<file path="config.mk">
export PLATFORM = sky130hd
export DESIGN_NAME = sram_port_arbiter_flat
export DESIGN_NICKNAME = d
export VERILOG_FILES = /design/src/rtl/sram_port_arbiter_if.sv /design/src/rtl/sram_port_arbiter.sv /design/src/flat_wrapper.sv
export SDC_FILE = /design/constraint.sdc
export NUM_CORES = 1
export LEC_CHECK = 0
export ABC_AREA = 1
export CAP_MARGIN = 10
export CORE_MARGIN = 4
export CORE_UTILIZATION = 30
export DETAILED_ROUTE_END_ITERATION = 12
export PLACE_DENSITY = 0.69
export SLEW_MARGIN = 5
export SYNTH_ARGS = -nofsm -noshare
export SYNTH_HDL_FRONTEND = slang
export SYNTH_SLANG_ARGS = --single-unit
</file>
<file path="constraint.sdc">
create_clock -name clk -period 4.2 [get_ports clk]
set_input_delay 0.84 -clock clk [delete_from_list [all_inputs] [get_ports clk]]
set_output_delay 0.84 -clock clk [all_outputs]
set_load 0.02 [all_outputs]
</file>
<file path="src/rtl/sram_port_arbiter_if.sv">
`default_nettype none
// +--------------------------------------------------------------------------+
// | Module   : sram_port_arbiter_if                                          |
// | Brief    : Requester and SRAM-pin bundle for the packet-buffer arbiter   |
// | Revision : 1.0  initial release                                          |
// +--------------------------------------------------------------------------+
interface sram_port_arbiter_if #(
  parameter int ADDR_WIDTH = 14,
  parameter int DATA_WIDTH = 16,
  parameter int NUM_REQ    = 4
);
  logic [NUM_REQ-1:0]            wr_req;
  logic [NUM_REQ*ADDR_WIDTH-1:0] wr_addr;
  logic [NUM_REQ*DATA_WIDTH-1:0] wr_data;
  logic [NUM_REQ-1:0]            wr_gnt;
  logic [NUM_REQ-1:0]            rd_req;
  logic [NUM_REQ*ADDR_WIDTH-1:0] rd_addr;
  logic [NUM_REQ-1:0]            rd_gnt;
  logic [NUM_REQ-1:0]            rd_vld;
  logic [DATA_WIDTH-1:0]         rd_data;
  logic                          sram_wr_en;
  logic [ADDR_WIDTH-1:0]         sram_wr_addr;
  logic [DATA_WIDTH-1:0]         sram_din;
  logic                          sram_rd_en;
  logic [ADDR_WIDTH-1:0]         sram_rd_addr;
  logic [DATA_WIDTH-1:0]         sram_dout;

  // Arbiter side
  modport slave (
    input  wr_req, wr_addr, wr_data, rd_req, rd_addr, sram_dout,
    output wr_gnt, rd_gnt, rd_vld, rd_data,
    output sram_wr_en, sram_wr_addr, sram_din, sram_rd_en, sram_rd_addr
  );

  // Requesters plus SRAM macro side
  modport master (
    output wr_req, wr_addr, wr_data, rd_req, rd_addr, sram_dout,
    input  wr_gnt, rd_gnt, rd_vld, rd_data,
    input  sram_wr_en, sram_wr_addr, sram_din, sram_rd_en, sram_rd_addr
  );
endinterface
`default_nettype wire

</file>
<file path="src/rtl/sram_port_arbiter.sv">
`default_nettype none
// +--------------------------------------------------------------------------+
// | Module   : sram_port_arbiter                                             |
// | Brief    : Round-robin sharing of the packet-buffer SRAM write and read  |
// |            ports, with same-address read-during-write protection.        |
// | Revision : 1.0  initial release                                          |
// +--------------------------------------------------------------------------+
module sram_port_arbiter #(
  parameter int ADDR_WIDTH = 14,
  parameter int DATA_WIDTH = 16,
  parameter int NUM_REQ    = 4
) (
  input  logic                clk,
  input  logic                rst,
  sram_port_arbiter_if.slave  io_bus
);

  localparam int c_PTR_W = (NUM_REQ > 1) ? $clog2(NUM_REQ) : 1;

  // Scan ptr, ptr+1, ... modulo NUM_REQ; MSB of the result flags a winner.
  function automatic logic [c_PTR_W:0] f_rr_pick(
    input logic [NUM_REQ-1:0] req,
    input logic [c_PTR_W-1:0] ptr
  );
    logic               found;
    logic [c_PTR_W-1:0] idx;
    logic [c_PTR_W-1:0] cand;
    int                 pos;
    found = 1'b0;
    idx   = '0;
    for (int k = 0; k < NUM_REQ; k++) begin
      pos = int'(ptr) + k;
      if (pos >= NUM_REQ) pos = pos - NUM_REQ;
      cand = c_PTR_W'(pos);
      if (!found && req[cand]) begin
        found = 1'b1;
        idx   = cand;
      end
    end
    return {found, idx};
  endfunction

  function automatic logic [c_PTR_W-1:0] f_next(input logic [c_PTR_W-1:0] idx);
    return (idx == c_PTR_W'(NUM_REQ - 1)) ? '0 : idx + c_PTR_W'(1);
  endfunction

  logic [ADDR_WIDTH-1:0] w_wr_addr_a [NUM_REQ];
  logic [DATA_WIDTH-1:0] w_wr_data_a [NUM_REQ];
  logic [ADDR_WIDTH-1:0] w_rd_addr_a [NUM_REQ];

  for (genvar gi = 0; gi < NUM_REQ; gi++) begin : g_unpack
    assign w_wr_addr_a[gi] = io_bus.wr_addr[gi*ADDR_WIDTH +: ADDR_WIDTH];
    assign w_wr_data_a[gi] = io_bus.wr_data[gi*DATA_WIDTH +: DATA_WIDTH];
    assign w_rd_addr_a[gi] = io_bus.rd_addr[gi*ADDR_WIDTH +: ADDR_WIDTH];
  end

  logic [c_PTR_W-1:0]    r_wr_ptr;
  logic [c_PTR_W-1:0]    r_rd_ptr;

  logic [c_PTR_W:0]      w_wr_pick;
  logic [c_PTR_W:0]      w_rd_pick;
  logic                  w_wr_any;
  logic                  w_rd_any;
  logic [c_PTR_W-1:0]    w_wr_idx;
  logic [c_PTR_W-1:0]    w_rd_idx;
  logic                  w_hazard;
  logic                  w_wr_fire;
  logic                  w_rd_fire;
  logic [NUM_REQ-1:0]    w_wr_gnt;
  logic [NUM_REQ-1:0]    w_rd_gnt;

  // Issue stage registers drive the SRAM pins directly
  logic                  r_sram_wr_en;
  logic [ADDR_WIDTH-1:0] r_sram_wr_addr;
  logic [DATA_WIDTH-1:0] r_sram_din;
  logic                  r_sram_rd_en;
  logic [ADDR_WIDTH-1:0] r_sram_rd_addr;
  logic [c_PTR_W-1:0]    r_rd_tag1;

  // Return stage: aligned with the SRAM's registered dout
  logic                  r_rd_vld2;
  logic [c_PTR_W-1:0]    r_rd_tag2;
  logic [DATA_WIDTH-1:0] r_rd_data_hold;
  logic                  w_ret_vld;
  logic [NUM_REQ-1:0]    w_rd_vld;
  logic [DATA_WIDTH-1:0] w_rd_data;

  assign w_wr_pick = f_rr_pick(io_bus.wr_req, r_wr_ptr);
  assign w_rd_pick = f_rr_pick(io_bus.rd_req, r_rd_ptr);
  assign w_wr_any  = w_wr_pick[c_PTR_W];
  assign w_rd_any  = w_rd_pick[c_PTR_W];
  assign w_wr_idx  = w_wr_pick[c_PTR_W-1:0];
  assign w_rd_idx  = w_rd_pick[c_PTR_W-1:0];

  // A same-cycle write and read to one address would read stale data; the read waits.
  assign w_hazard  = w_wr_any && w_rd_any &&
                     (w_wr_addr_a[w_wr_idx] == w_rd_addr_a[w_rd_idx]);
  assign w_wr_fire = w_wr_any && !rst;
  assign w_rd_fire = w_rd_any && !rst && !w_hazard;

  assign w_wr_gnt  = w_wr_fire ? (NUM_REQ'(1) << w_wr_idx) : '0;
  assign w_rd_gnt  = w_rd_fire ? (NUM_REQ'(1) << w_rd_idx) : '0;

  always_ff @(posedge clk) begin
    if (rst) begin
      r_wr_ptr <= '0;
      r_rd_ptr <= '0;
    end else begin
      if (w_wr_fire) r_wr_ptr <= f_next(w_wr_idx);
      if (w_rd_fire) r_rd_ptr <= f_next(w_rd_idx);
    end
  end

  always_ff @(posedge clk) begin
    if (rst) begin
      r_sram_wr_en   <= 1'b0;
      r_sram_wr_addr <= '0;
      r_sram_din     <= '0;
      r_sram_rd_en   <= 1'b0;
      r_sram_rd_addr <= '0;
      r_rd_tag1      <= '0;
    end else begin
      r_sram_wr_en <= w_wr_fire;
      r_sram_rd_en <= w_rd_fire;
      if (w_wr_fire) begin
        r_sram_wr_addr <= w_wr_addr_a[w_wr_idx];
        r_sram_din     <= w_wr_data_a[w_wr_idx];
      end
      if (w_rd_fire) begin
        r_sram_rd_addr <= w_rd_addr_a[w_rd_idx];
        r_rd_tag1      <= w_rd_idx;
      end
    end
  end

  always_ff @(posedge clk) begin
    if (rst) begin
      r_rd_vld2      <= 1'b0;
      r_rd_tag2      <= '0;
      r_rd_data_hold <= '0;
    end else begin
      r_rd_vld2 <= r_sram_rd_en;
      r_rd_tag2 <= r_rd_tag1;
      if (r_rd_vld2) r_rd_data_hold <= io_bus.sram_dout;
    end
  end

  // Commands already in the issue/return stages are dropped while rst is high.
  assign w_ret_vld = r_rd_vld2 && !rst;
  assign w_rd_vld  = w_ret_vld ? (NUM_REQ'(1) << r_rd_tag2) : '0;
  assign w_rd_data = w_ret_vld ? io_bus.sram_dout : r_rd_data_hold;

  assign io_bus.wr_gnt       = w_wr_gnt;
  assign io_bus.rd_gnt       = w_rd_gnt;
  assign io_bus.rd_vld       = w_rd_vld;
  assign io_bus.rd_data      = w_rd_data;
  assign io_bus.sram_wr_en   = r_sram_wr_en && !rst;
  assign io_bus.sram_wr_addr = r_sram_wr_addr;
  assign io_bus.sram_din     = r_sram_din;
  assign io_bus.sram_rd_en   = r_sram_rd_en && !rst;
  assign io_bus.sram_rd_addr = r_sram_rd_addr;

endmodule
`default_nettype wire
</file>
<file path="src/flat_wrapper.sv">
// flat-port wrapper written by rule: the top's interface ports become plain ports
module sram_port_arbiter_flat 
#(
  parameter int ADDR_WIDTH = 14,
  parameter int DATA_WIDTH = 16,
  parameter int NUM_REQ    = 4
)
  (clk, rst, io_bus_wr_req, io_bus_wr_addr, io_bus_wr_data, io_bus_rd_req, io_bus_rd_addr, io_bus_sram_dout, io_bus_wr_gnt, io_bus_rd_gnt, io_bus_rd_vld, io_bus_rd_data, io_bus_sram_wr_en, io_bus_sram_wr_addr, io_bus_sram_din, io_bus_sram_rd_en, io_bus_sram_rd_addr);
  sram_port_arbiter_if #(.ADDR_WIDTH(ADDR_WIDTH), .DATA_WIDTH(DATA_WIDTH), .NUM_REQ(NUM_REQ)) io_bus_i ();
  input  logic clk;
  input  logic rst;
  input wire logic [$bits(io_bus_i.wr_req)-1:0] io_bus_wr_req;
  input wire logic [$bits(io_bus_i.wr_addr)-1:0] io_bus_wr_addr;
  input wire logic [$bits(io_bus_i.wr_data)-1:0] io_bus_wr_data;
  input wire logic [$bits(io_bus_i.rd_req)-1:0] io_bus_rd_req;
  input wire logic [$bits(io_bus_i.rd_addr)-1:0] io_bus_rd_addr;
  input wire logic [$bits(io_bus_i.sram_dout)-1:0] io_bus_sram_dout;
  output wire logic [$bits(io_bus_i.wr_gnt)-1:0] io_bus_wr_gnt;
  output wire logic [$bits(io_bus_i.rd_gnt)-1:0] io_bus_rd_gnt;
  output wire logic [$bits(io_bus_i.rd_vld)-1:0] io_bus_rd_vld;
  output wire logic [$bits(io_bus_i.rd_data)-1:0] io_bus_rd_data;
  output wire logic [$bits(io_bus_i.sram_wr_en)-1:0] io_bus_sram_wr_en;
  output wire logic [$bits(io_bus_i.sram_wr_addr)-1:0] io_bus_sram_wr_addr;
  output wire logic [$bits(io_bus_i.sram_din)-1:0] io_bus_sram_din;
  output wire logic [$bits(io_bus_i.sram_rd_en)-1:0] io_bus_sram_rd_en;
  output wire logic [$bits(io_bus_i.sram_rd_addr)-1:0] io_bus_sram_rd_addr;
  assign io_bus_i.wr_req = io_bus_wr_req;
  assign io_bus_i.wr_addr = io_bus_wr_addr;
  assign io_bus_i.wr_data = io_bus_wr_data;
  assign io_bus_i.rd_req = io_bus_rd_req;
  assign io_bus_i.rd_addr = io_bus_rd_addr;
  assign io_bus_i.sram_dout = io_bus_sram_dout;
  assign io_bus_wr_gnt = io_bus_i.wr_gnt;
  assign io_bus_rd_gnt = io_bus_i.rd_gnt;
  assign io_bus_rd_vld = io_bus_i.rd_vld;
  assign io_bus_rd_data = io_bus_i.rd_data;
  assign io_bus_sram_wr_en = io_bus_i.sram_wr_en;
  assign io_bus_sram_wr_addr = io_bus_i.sram_wr_addr;
  assign io_bus_sram_din = io_bus_i.sram_din;
  assign io_bus_sram_rd_en = io_bus_i.sram_rd_en;
  assign io_bus_sram_rd_addr = io_bus_i.sram_rd_addr;
  sram_port_arbiter #(.ADDR_WIDTH(ADDR_WIDTH), .DATA_WIDTH(DATA_WIDTH), .NUM_REQ(NUM_REQ)) u_core (.clk(clk), .rst(rst), .io_bus(io_bus_i));
endmodule
</file>
Word level (Yosys, flattened, before mapping)
Cells that the tools add are included.
{"block": "totals", "ff_bits": 71, "inputBits": 202, "out_inout_bits": 74, "word_cells": 130}
{"block": "op_classes", "n_addsub": 16, "n_lt_le_gt_ge": 18, "eq_ne": 3, "n_shift": 3, "mux": 55, "bitwise_logic": 2, "n_reduce_logical": 22}
{"operator": "$bmux W14 S2", "count": 2}
{"operator": "$mux W14", "count": 4}
{"operator": "$mux W16", "count": 3}
{"operator": "$mux W2", "count": 18}
{"operator": "$bmux W16 S2", "count": 1}
{"operator": "$ge A3 B3 Y1 const B", "count": 8}
{"operator": "$lt A2 B3 Y1 const B", "count": 8}
{"operator": "$bmux W1 S2", "count": 8}
{"operator": "$mux W1", "count": 16}
{"operator": "$sub A2 B1 Y2 const B", "count": 8}
{"operator": "$eq A14 B14 Y1", "count": 1}
{"operator": "$logic_and A1 B1 Y1", "count": 14}
{"operator": "$add A2 B2 Y3 const B", "count": 4}
{"operator": "$mux W4", "count": 3}
{"operator": "$shl A1 B2 Y4 const A", "count": 3}
{"operator": "$logic_not A1 Y1", "count": 8}
{"operator": "$add A2 B1 Y3 const B", "count": 2}
{"operator": "$ge A2 B3 Y1 const B", "count": 2}
{"operator": "$not A2 Y3", "count": 2}
{"operator": "$add A2 B1 Y2 const B", "count": 2}
{"operator": "$eq A2 B2 Y1 const B", "count": 2}

Longest topological paths before layout
Gate-level depths: netlist (run 1).
{"block": "depth", "depth_word": 23, "depth_mapped": 25, "ltp_nobuf": 23}

Worst setup path after synthesis (run 1)
OpenSTA, ideal clock, no wires.
{"block": "synth_path", "path_kind": "input -> output", "startpoint": "input port io_bus_rd_req[3]", "endpoint": "output port io_bus_rd_gnt[0]", "arrival_time_ns": 2.792, "required_time_ns": 3.360, "slack_ns": 0.568, "cell_stages": 20, "n_path_buf": 3, "cell_sequence": "inv_1 nand2_1 nand3_1 nand2_2 nor2_4 nand3_1 nand3_1 nand2_1 buf_4 buf_4 nand3_1 nand2_1 nand2_1 nand2_1 nand3_1 nor2_2 nand2_2 nand2_4 buf_6 nor2_1"}
{"block": "synth_via", "elab_chain_len": 21, "elab_cells_between_ends": 34, "cone_classes": "eq/ne: 1; shift: 1; mux: 20; bitwise: 1; reduce/logical: 11"}
{"element": "start: declaration", "line": "flat_wrapper.sv:15", "rtl": "input wire logic [$bits(io_bus_i.rd_req)-1:0] io_bus_rd_req;"}
{"element": "$bmux W1 S2", "line": "sram_port_arbiter.sv:35", "rtl": "if (!found && req[cand]) begin"}
{"element": "$mux W1 (not written as such)", "line": "sram_port_arbiter.sv:35"}
{"element": "$mux W1", "line": "sram_port_arbiter.sv:35"}
{"element": "$logic_not A1 Y1", "line": "sram_port_arbiter.sv:35"}
{"element": "$logic_and A1 B1 Y1", "line": "sram_port_arbiter.sv:35"}
{"element": "$mux W1", "line": "sram_port_arbiter.sv:35"}
{"element": "$logic_not A1 Y1", "line": "sram_port_arbiter.sv:35"}
{"element": "$logic_and A1 B1 Y1", "line": "sram_port_arbiter.sv:35"}
{"element": "[4 not listed]"}
{"element": "$not A2 Y3 (not written as such)", "line": "sram_port_arbiter.sv:97", "rtl": "(w_wr_addr_a[w_wr_idx] == w_rd_addr_a[w_rd_idx]);"}
{"element": "$bmux W14 S2", "line": "sram_port_arbiter.sv:97"}
{"element": "$mux W14 (not written as such) (2 in series)", "line": "sram_port_arbiter.sv:97"}
{"element": "$eq A14 B14 Y1", "line": "sram_port_arbiter.sv:97"}
{"element": "$logic_and A1 B1 Y1", "line": "sram_port_arbiter.sv:96", "rtl": "assign w_hazard = w_wr_any && w_rd_any &&"}
{"element": "$logic_not A1 Y1", "line": "sram_port_arbiter.sv:99", "rtl": "assign w_rd_fire = w_rd_any && !rst && !w_hazard;"}
{"element": "$logic_and A1 B1 Y1", "line": "sram_port_arbiter.sv:99"}
{"element": "$mux W4 (*)", "line": "sram_port_arbiter.sv:102", "rtl": "assign w_rd_gnt = w_rd_fire ? (NUM_REQ'(1) << w_rd_idx) : '0;"}
{"element": "end: declaration", "line": "flat_wrapper.sv:19", "rtl": "output wire logic [$bits(io_bus_i.rd_gnt)-1:0] io_bus_rd_gnt;"}
Mark *: on every way between the ends. The rest lies on a longest branch, timed or not. The select of a mux whose other input is x is not followed.

Worst setup path in the final report (run 1)
{"block": "layout_path", "startpoint": "register u_core.r_wr_ptr[1]", "endpoint": "output port io_bus_rd_gnt[3]"}
{"block": "layout_via", "elab_chain_len": 23, "elab_cells_between_ends": 47, "cone_classes": "add/sub: 7; order compare: 4; eq/ne: 1; mux: 24; bitwise: 1; reduce/logical: 10"}
{"element": "start: declaration", "line": "sram_port_arbiter.sv:57", "rtl": "logic [c_PTR_W-1:0] r_wr_ptr;"}
{"element": "start signal: assignment", "line": "sram_port_arbiter.sv:109", "rtl": "if (w_wr_fire) r_wr_ptr <= f_next(w_wr_idx);"}
{"element": "branches (longest 19 deep; another with $add A2 B1 Y3)"}
{"element": "$logic_and A1 B1 Y1 (*)", "line": "sram_port_arbiter.sv:96"}
{"element": "$logic_not A1 Y1 (*)", "line": "sram_port_arbiter.sv:99"}
{"element": "$logic_and A1 B1 Y1 (*)", "line": "sram_port_arbiter.sv:99"}
{"element": "$mux W4 (*)", "line": "sram_port_arbiter.sv:102"}
Every way passes the cells marked *. The select of a mux whose other input is x is not followed.

==> impl_metrics.py, run 1 <==
metrics = {
    "cts": {
        "cts.reportedPaths.clkPinSlew_ns": 0.06,
        "cts-root-buf": "clkbuf_16",
        "h-tree-depth": 3,
        "tritoncts": "built",
        "cts_buffer_depth": 2,
        "cts_buffers": 9,
        "clock_latency_ns": 0.34,
        "clkSinkCount": 71,
    },
    "final_layout": {
        "drive_gt1_share_pct": 15.3,
        "fin_cells": 1684,
        "regArea_um2": 1420,
        "fillCellCount": 1973,
        "diodes": 0,
        "areaGrowthSynthToFinish_pct": 70.6,
        "final_area_um2": 10400,
        "multiInputGateArea_um2": 3880,
        "final_util_pct": 52.5,
        "nets": 1625,
    },
    "die": {
        "die-area_um2": 22600,
        "coreArea_um2": 19700,
        "io-pin-count": 276,
        "die-width_um": 150,
        "die_h_um": 150,
        "num_rows": 51,
        "start_util_pct": 30.8,
    },
    "detailed_routing": {
        "wl_met3_um": 1460,
        "wl_um": 24500,
        "via_count": 7858,
        "route.detailed.drc": 0,
        "drtIter0Drc": 499,
        "wl_met2_um": 11800,
        "drt-wirelength-per-cell_um": 14.6,
        "top_layer": "met4",
        "routed_via_density": 4.67,
        "drtPass1Iterations": 5,
        "drt-met1-wl_um": 10800,
        "drtAntennaViolNets": 0,
    },
    "run": {
        "cap_violations": 0,
    },
    "power_and_ir_drop": {
        "p_total_uw": 10500,
        "p_leak_uw": 0.00531,
        "irDropWorstVdd_uv": 460,
        "power.density_nw_per_um2": 1010,
    },
    "place": {
        "place_area_um2": 9490,
        "gp_congestion": 0.907,
        "hpwlAfterDp_um": 18800,
        "placedCellCount": 1649,
        "port_buffers": 275,
    },
    "critical_path": {
        "crit_arrival_ns": 3.09,
        "cp_max_fo": 19,
        "cp_common_cell": "nand2_1",
        "endpoint_kind": "primary output",
        "cp_cell_sequence": "inv_1 -> nand2_1 -> nand2_2 -> nand2_1 -> nand2_2 -> nor2_4 -> nand3_4 -> buf_4 -> buf_12 -> nand4_1 -> nand2_1 -> nand2_1 -> nand2_2 -> nand2_1 -> nand2_1 -> nor2_1 -> nand2_1 -> nor2_2 -> nand2_2 -> nand2_4 -> nor2_1 -> buf_2",
        "crit_cells": 22,
        "slowest_delay_ns": 0.46,
        "critPathTopFamily": "simple AND/OR/NAND/NOR gates",
        "cp_num_buf_inv": 4,
        "worst_setup_path_start_kind": "flip-flop",
        "crit_required_ns": 3.36,
        "crit_type": "flip-flop to primary output",
        "r2r.worst_path.cells": 25,
        "slowest_stage": "dfxtp_1",
    },
    "logic_synthesis": {
        "syn-num-nets": 1302,
        "synth_area_leaders": "nand2_1 25%, dfxtp_1 23%, inv_1 11%, nand3_1 7.8%, o21ai_0 7.0%",
        "syn_inst": 1092,
        "synth_edf_count": 0,
        "ys.flop_type": "dfxtp_1",
        "yosysTopAreaCell": "nand2_1",
        "synth_top_area_share_pct": 24.9,
        "syn_area_per_cell_um2": 5.56,
        "yosys_warnings": 0,
        "ys_async_sr_fraction_pct": 0,
        "synthTopCellsByCount": "403 x nand2_1, 172 x inv_1, 95 x nand3_1, 85 x o21ai_0, 71 x dfxtp_1",
        "ys_seq_area_share_pct": 23.4,
        "synth_area_um2": 6070,
        "ys_types": 30,
        "yosysMostFrequentCell": "nand2_1",
        "ys_ff_latch": 71,
    },
    "timing": {
        "tightestPinTransition_ns": 0.471,
        "fin_setup_tns_ns": 0,
        "setup_viol": 0,
        "fin_crit_sh_pct": 93.5,
        "hold_viol": 0,
        "final_max_slew_viol_count": 0,
        "slew_headroom_pct": 68.5,
        "max_freq_mhz": 255,
        "skew_ns": 0.00686,
        "period_needed_ns": 3.93,
    },
    "global_route": {
        "track_usage_pct": 20.1,
        "grt_pass1_vias": 7086,
        "grt_overflow": 0,
        "grt_pass1_wl_um": 36300,
        "grt_max_degree": 36,
        "antenna_found_initial": 0,
    },
    "outcome": {
        "status": "finished clean",
    },
    "min_path": {
        "hold_depth": 2,
        "hp-class": "flip-flop to flip-flop",
    },
}
## layer usage
metal	vias up	GRT usage, %
met3	29	3.82
met5	-	0
met4	0	4.67
li1	4100	-
met2	229	33.1
met1	3500	27.1
## tightest hold or removal path, cell delays in order, from the launching register on
cell and delay (ns):
dfxtp_1 0.30, inv_1 0.04, nor2_1 0.04
## power breakdown
part	switching (µW)	total (µW)	internal, µW
Clock	304	838	534
Combinational	4870	8610	3740
Sequential	150	1070	917
## state kept, by name (all words and copies together) (netlist names)
name and cells:
u_core.r_rd_data_hold 16, u_core.r_rd_tag1 2, u_core.io_bus.sram_wr_addr 14, u_core.r_rd_ptr 2
u_core.r_rd_vld2 1, u_core.io_bus.sram_din 16, u_core.r_sram_wr_en 1, u_core.io_bus.sram_rd_addr 14
u_core.r_sram_rd_en 1, u_core.r_wr_ptr 2, u_core.r_rd_tag2 2
## logic make-up after synthesis
group           count (synthesis)  synth area share (%)
buf+inv                       240                  16.7
flops                          71                  23.4
fa+ha+maj                       8                  1.65
compound gates                141                  13.2
simple gates                  632                  45.0
## per-stage QoR
step | setup slack (ns) | hold slack (ns)
after floorplan | 0.568 | 0.400
after global placement | -0.456 | 0.412
final | 0.272 | 0.424
after detailed placement | -0.484 | 0.415
after CTS | 0.00720 | 0.426
after global routing | -0.00799 | 0.457
## what timing repair did
action | 4_1_cts | 5_1_grt
gates cloned | 2 | 6
endpoints found under the setup margin | 8 | 8
hold buffers | 0 | 0
setup buffers | 4 | 8
pin swaps | 2 | 24
gates resized for setup | 44 | 88
hold endpoints to repair | 0 | 0
## placed cells by master (no fill, tap or decap), types with 4 or more instances in the layout
cell type	count
o211ai_1	14
nor2_4	5
nor2_2	5
a21oi_1	6
nand3_1	86
buf_6	9
o21bai_1	16
nor3_1	4
buf_12	7
nand3_4	6
inv_2	14
nand3_2	9
a31oi_1	16
nor2_1	58
o21ai_0	83
clkdlybuf4s50_1	259
nand2_1	354
o21ai_1	4
buf_8	5
dlymetal6s2s_1	9
nand2_2	54
clkbuf_16	14
dfxtp_1	70
inv_1	163
ha_1	8
buf_4	71
nand4_1	48
## area by class of cell
type,count,share of cell area [%]
flip-flops and latches,71,13.7
inverters,180,6.63
clock inverters,5,0.785
clock buffers,10,2.31
multi-input cells,782,37.4
repair buffers,371,35.9
well taps,265,3.20
## worst paths after layout
check | slack, ns | to | start
max reg2reg | 1.05 | u_core.io_bus.sram_rd_addr[3] | u_core.r_wr_ptr[1]
min reg2reg | 0.42 | u_core.r_rd_tag2[1] | u_core.r_rd_tag1[1]
max | 0.27 | io_bus_rd_gnt[3] | u_core.r_wr_ptr[1]
min | 0.42 | u_core.r_rd_tag2[1] | u_core.r_rd_tag1[1]
Power figures use the tool's default switching activity.
==> inputs of run 2 (changes only) <==
--- a/config.mk
+++ b/config.mk
@@ -8,9 +8,9 @@
 export ABC_AREA = 1
 export CAP_MARGIN = 10
 export CORE_MARGIN = 4
-export CORE_UTILIZATION = 30
+export CORE_UTILIZATION = 43
 export DETAILED_ROUTE_END_ITERATION = 12
-export PLACE_DENSITY = 0.69
+export PLACE_DENSITY = 0.91
 export SLEW_MARGIN = 5
 export SYNTH_ARGS = -nofsm -noshare
 export SYNTH_HDL_FRONTEND = slang
==> impl_metrics.py, run 2 (synthesis gave the netlist of run 1 again) <==
metrics = {
    "run": {
        "cap_violations": 0,
    },
    "cts": {
        "cts.reportedPaths.clkPinSlew_ns": 0.06,
        "clkSinkCount": 71,
        "tritoncts": "built",
        "cts_buffer_depth": 2,
        "clock_latency_ns": 0.34,
        "h-tree-depth": 3,
        "cts_buffers": 9,
        "cts.hold.buffers_added": 0,
        "cts-root-buf": "clkbuf_16",
    },
    "timing": {
        "grt_setup_unrepaired": "no",
        "max_freq_mhz": 257,
        "setup_viol": 0,
        "slew_headroom_pct": 60.3,
        "hold_viol": 0,
        "holdWs_ns": 0.430,
        "skew_ns": 0.00652,
        "tightestPinTransition_ns": 0.595,
        "fin_crit_sh_pct": 92.6,
        "period_needed_ns": 3.89,
        "final_max_slew_viol_count": 0,
    },
    "detailed_routing": {
        "drt-wirelength-per-cell_um": 14.9,
        "wl_um": 23600,
        "drtPass1Iterations": 5,
        "route.detailed.drc": 0,
        "routed_via_density": 5.14,
        "top_layer": "met4",
        "via_count": 8131,
        "drtAntennaViolNets": 0,
        "wl_met2_um": 11200,
        "drt-met1-wl_um": 9450,
        "drtIter0Drc": 670,
        "wl_met3_um": 2010,
    },
    "global_route": {
        "grt_max_degree": 36,
        "grt_pass1_vias": 7438,
        "antenna_found_initial": 0,
        "grt_pass1_wl_um": 36100,
        "grt_overflow": 0,
        "track_usage_pct": 27.4,
    },
    "min_path": {
        "hold_depth": 2,
        "hp-class": "flip-flop to flip-flop",
        "worstHoldEndpoint": "u_core.r_rd_tag2[1]",
        "holdCritStartpoint": "u_core.r_rd_tag1[1]",
    },
    "critical_path": {
        "rrSetupSlack_ns": 1.11,
        "crit_arrival_ns": 3.05,
        "crit_type": "input pin to primary output",
        "worst_setup_path_start_kind": "input pin",
        "r2r_end": "u_core.io_bus.sram_rd_addr[13]",
        "rr_startpoint": "u_core.r_rd_ptr[1]",
        "r2r.worst_path.cells": 23,
        "crit_required_ns": 3.36,
        "cp_max_fo": 35,
        "endpoint_kind": "primary output",
    },
    "die": {
        "die-width_um": 127,
        "num_rows": 43,
        "start_util_pct": 43.8,
        "die-area_um2": 16100,
        "die_h_um": 127,
        "coreArea_um2": 13900,
        "io-pin-count": 276,
    },
    "final_layout": {
        "layout_common_cells": "368 x nand2_1, 261 x clkdlybuf4s50_1, 166 x inv_1",
        "diodes": 0,
        "areaGrowthSynthToFinish_pct": 65.0,
        "final_common_cell": "nand2_1",
        "nets": 1607,
        "drive_gt1_share_pct": 13.0,
    },
    "place": {
        "hpwlAfterDp_um": 17900,
        "port_buffers": 275,
        "gp_congestion": 0.946,
    },
    "power_and_ir_drop": {
        "p_leak_uw": 0.00518,
        "p_total_uw": 10000,
        "irDropWorstVdd_uv": 596,
        "power.density_nw_per_um2": 1000,
    },
    "outcome": {
        "status": "finished clean",
    },
}
run 2: cell count changes in the layout (fill, tap and decap cells not counted), sizes merged, moves of 2 or more:
cell / change
clkbuf: -5
inv: +2
buf: -14
clkdlybuf4s50: +2
run 2: how the worst max path moves through the flow:
stage,start,to,slack (ns),cells after the start
2_1_floorplan,io_bus_rd_req[3],io_bus_rd_gnt[0],0.57,20
3_3_place_gp,io_bus_wr_req[3],io_bus_rd_gnt[0],-0.36,21
3_5_place_dp,io_bus_wr_req[3],io_bus_rd_gnt[2],-0.42,22
4_1_cts,io_bus_wr_req[3],io_bus_wr_gnt[2],0.007,13
5_1_grt,u_core.r_wr_ptr[1],io_bus_rd_gnt[2],0.05,21
6_report,io_bus_wr_req[3],io_bus_wr_gnt[3],0.31,15
run 2: repair_timing:
action | in CTS | in global routing
gates cloned | 2 | 1
pin swaps | 8 | 24
setup endpoints to repair | 8 | 8
setup buffers | 4 | 5
resized for setup | 37 | 75
run 2: area by class of cell:
type	instances	area (µm²)
Multi-Input combinational cell	782	3840
Clock buffer	9	225
Fill cell	1096	3860
Tap cell	180	225
Sequential cell	71	1420
Clock inverter	7	80.1
Inverter	180	684
Timing Repair Buffer	353	3540
run 2: report_power, final:
part	switching, µW	internal [µW]	leakage (µW)
Combinational	4720	3450	0.00444
Clock	328	468	0.000148
Sequential	166	918	0.000590
Total	5210	4840	0.00518
run 2: stage by stage:
step / utilization [%] / instances / TNS, ns / setup slack, ns / instance area (µm²)
global placement: 67.2 / 1554 / -1.77 / -0.361 / 9330
floorplan: - / 1092 / 0 / 0.568 / 6070
global route: 72.2 / 1582 / 0 / 0.0467 / 10000
detailed placement: 67.2 / 1554 / -2.16 / -0.424 / 9330
CTS: 70.1 / 1576 / 0 / 0.00717 / 9730
finish: 72.2 / 1582 / 0 / 0.313 / 10000
run 2: critical path, stage by stage:
cell             delay (ns)
dlymetal6s2s_1         0.13
inv_1                  0.07
nand2_1                0.09
nand3_2                0.10
nand2_2                0.08
nand2_2                0.10
nand2_2                0.07
nand2_4                0.10
nand3_4                0.16
inv_1                  0.13
buf_6                  0.24
ha_1                   0.19
inv_1                  0.04
nor2_1                 0.09
clkdlybuf4s50_1        0.62
run 2: routing by layer:
| metal | track usage [%] | vias up |
|---|---|---|
| li1 | - | 4054 |
| met1 | 34.7 | 3620 |
| met2 | 45.9 | 391 |
| met3 | 5.14 | 66 |
| met4 | 10.7 | 0 |
| met5 | 0 | - |
==> inputs of run 3 (changes only) <==
--- a/config.mk
+++ b/config.mk
@@ -7,8 +7,8 @@
 export LEC_CHECK = 0
 export ABC_AREA = 1
 export CAP_MARGIN = 10
-export CORE_MARGIN = 4
 export CORE_UTILIZATION = 43
+export CTS_CLUSTER_DIAMETER = 150
 export DETAILED_ROUTE_END_ITERATION = 12
 export PLACE_DENSITY = 0.91
 export SLEW_MARGIN = 5
==> impl_metrics.py, run 3 (synthesis gave the netlist of run 1 again) <==
metrics = {
    "outcome": {
        "status": "finished, violations left",
        "violations": "negative setup slack",
    },
    "place": {
        "hpwlAfterDp_um": 17200,
        "placedCellCount": 1554,
        "place_area_um2": 9370,
        "gp_congestion": 0.956,
        "port_buffers": 275,
    },
    "timing": {
        "hold_viol": 0,
        "fin_setup_tns_ns": -0.0152,
        "worst_slack_ns": -0.0152,
        "period_needed_ns": 4.22,
        "final_max_slew_viol_count": 0,
        "slew_headroom_pct": 62.6,
        "tightestPinTransition_ns": 0.560,
        "max_freq_mhz": 237,
        "skew_ns": 0.00604,
        "holdWs_ns": 0.433,
        "fin_crit_sh_pct": 100,
        "setup_viol": 1,
    },
    "detailed_routing": {
        "drtPass1Iterations": 6,
        "drt-met1-wl_um": 9680,
        "drt-wirelength-per-cell_um": 16.2,
        "wl_met2_um": 12600,
        "drtAntennaViolNets": 0,
        "top_layer": "met4",
        "wl_um": 26100,
        "wl_met3_um": 2680,
        "route.detailed.drc": 0,
        "routed_via_density": 5.41,
        "drtIter0Drc": 1075,
        "via_count": 8703,
    },
    "global_route": {
        "grt_max_degree": 36,
        "track_usage_pct": 32.9,
        "grt_pass1_vias": 7742,
        "grt_overflow": 0,
        "grt_pass1_wl_um": 38500,
        "antenna_found_initial": 0,
    },
    "final_layout": {
        "fin_cells": 1608,
        "layout_common_cells": "356 x nand2_1, 261 x clkdlybuf4s50_1, 165 x inv_1",
        "drive_gt1_share_pct": 16.1,
        "areaGrowthSynthToFinish_pct": 71.6,
        "nets": 1633,
        "final_common_cell": "nand2_1",
        "final_area_um2": 10400,
        "diodes": 0,
    },
    "cts": {
        "clock_latency_ns": 0.33,
        "cts.reportedPaths.clkPinSlew_ns": 0.06,
        "cts_buffers": 9,
        "clkSinkCount": 71,
        "h-tree-depth": 3,
        "cts.hold.buffers_added": 0,
        "cts-root-buf": "clkbuf_16",
        "tritoncts": "built",
        "cts_buffer_depth": 2,
    },
    "min_path": {
        "hp-class": "flip-flop to flip-flop",
        "worstHoldEndpoint": "u_core.r_rd_vld2",
        "holdCritStartpoint": "u_core.r_sram_rd_en",
        "hold_depth": 2,
    },
    "die": {
        "start_util_pct": 43.9,
        "coreArea_um2": 13800,
        "die-width_um": 121,
        "io-pin-count": 276,
        "die_h_um": 121,
        "num_rows": 43,
        "die-area_um2": 14600,
    },
    "power_and_ir_drop": {
        "irDropWorstVdd_uv": 719,
        "p_total_uw": 11200,
        "p_leak_uw": 0.00534,
        "power.density_nw_per_um2": 1070,
    },
    "critical_path": {
        "crit_required_ns": 3.36,
        "rrSetupSlack_ns": 0.86,
        "endpoint_kind": "primary output",
        "crit_type": "input pin to primary output",
        "rr_startpoint": "u_core.r_rd_ptr[1]",
        "crit_arrival_ns": 3.38,
        "r2r_end": "u_core.io_bus.sram_rd_addr[9]",
        "r2r.worst_path.cells": 24,
        "worst_setup_path_start_kind": "input pin",
        "cp_max_fo": 6,
    },
    "run": {
        "cap_violations": 0,
    },
}
==> run 3: timing repair <==
item,in CTS,in global routing
endpoints found under the setup margin,8,8
gates cloned,8,2
setup buffers,22,7
gates resized for setup,84,57
pin swaps,27,28
==> run 3: final cells by class <==
cell class                 instances  area (µm²)
clock buffer                       9         225
clock inverter                     7        62.6
fill                            1010        3400
inverter                         180         692
multi-input combinational        783        3930
sequential                        71        1430
tap                              180         225
timing repair buffer             378        3860
==> run 3: power by group <==
part / internal (µW) / switching (µW)
clock: 412 / 331
sequential: 925 / 175
combinational: 4060 / 5270
==> run 3: how the worst max path moves through the flow <==
stage                     start          endpoint  slack (ns)  depth (start not counted)
2_1_floorplan  io_bus_rd_req[3]  io_bus_rd_gnt[0]        0.57                         20
3_3_place_gp   io_bus_wr_req[1]  io_bus_rd_gnt[0]       -0.37                         21
3_5_place_dp   io_bus_wr_req[1]  io_bus_rd_gnt[3]       -0.46                         21
4_1_cts        io_bus_wr_req[0]  io_bus_rd_gnt[3]       0.009                         24
5_1_grt        io_bus_wr_req[2]  io_bus_wr_gnt[2]       -0.09                         18
6_report       io_bus_wr_req[2]  io_bus_wr_gnt[2]       -0.02                         18
==> run 3: routing by layer <==
layer	track usage, %	vias up
li1	-	4113
met1	39.9	3901
met2	56.5	563
met3	8.46	126
met4	10.7	0
met5	0	-
==> run 3: critical path, stage by stage <==
cell	delay, ns
clkbuf_2	0.09
inv_1	0.06
nand2_1	0.09
nand2_2	0.10
buf_4	0.15
o21ai_1	0.23
nand3_4	0.14
clkinv_2	0.09
nor2_4	0.05
buf_12	0.12
nor2_4	0.11
buf_6	0.14
buf_4	0.11
buf_4	0.10
ha_1	0.16
inv_1	0.06
nor2_1	0.11
clkdlybuf4s50_1	0.61
==> run 3: per-stage QoR <==
stage / worst slack, ns / utilization [%]
after floorplan: 0.568 / -
after global placement: -0.367 / 67.8
after detailed placement: -0.460 / 67.8
final: -0.0152 / 75.4
after global routing: -0.0905 / 75.4
after CTS: 0.00862 / 74.0
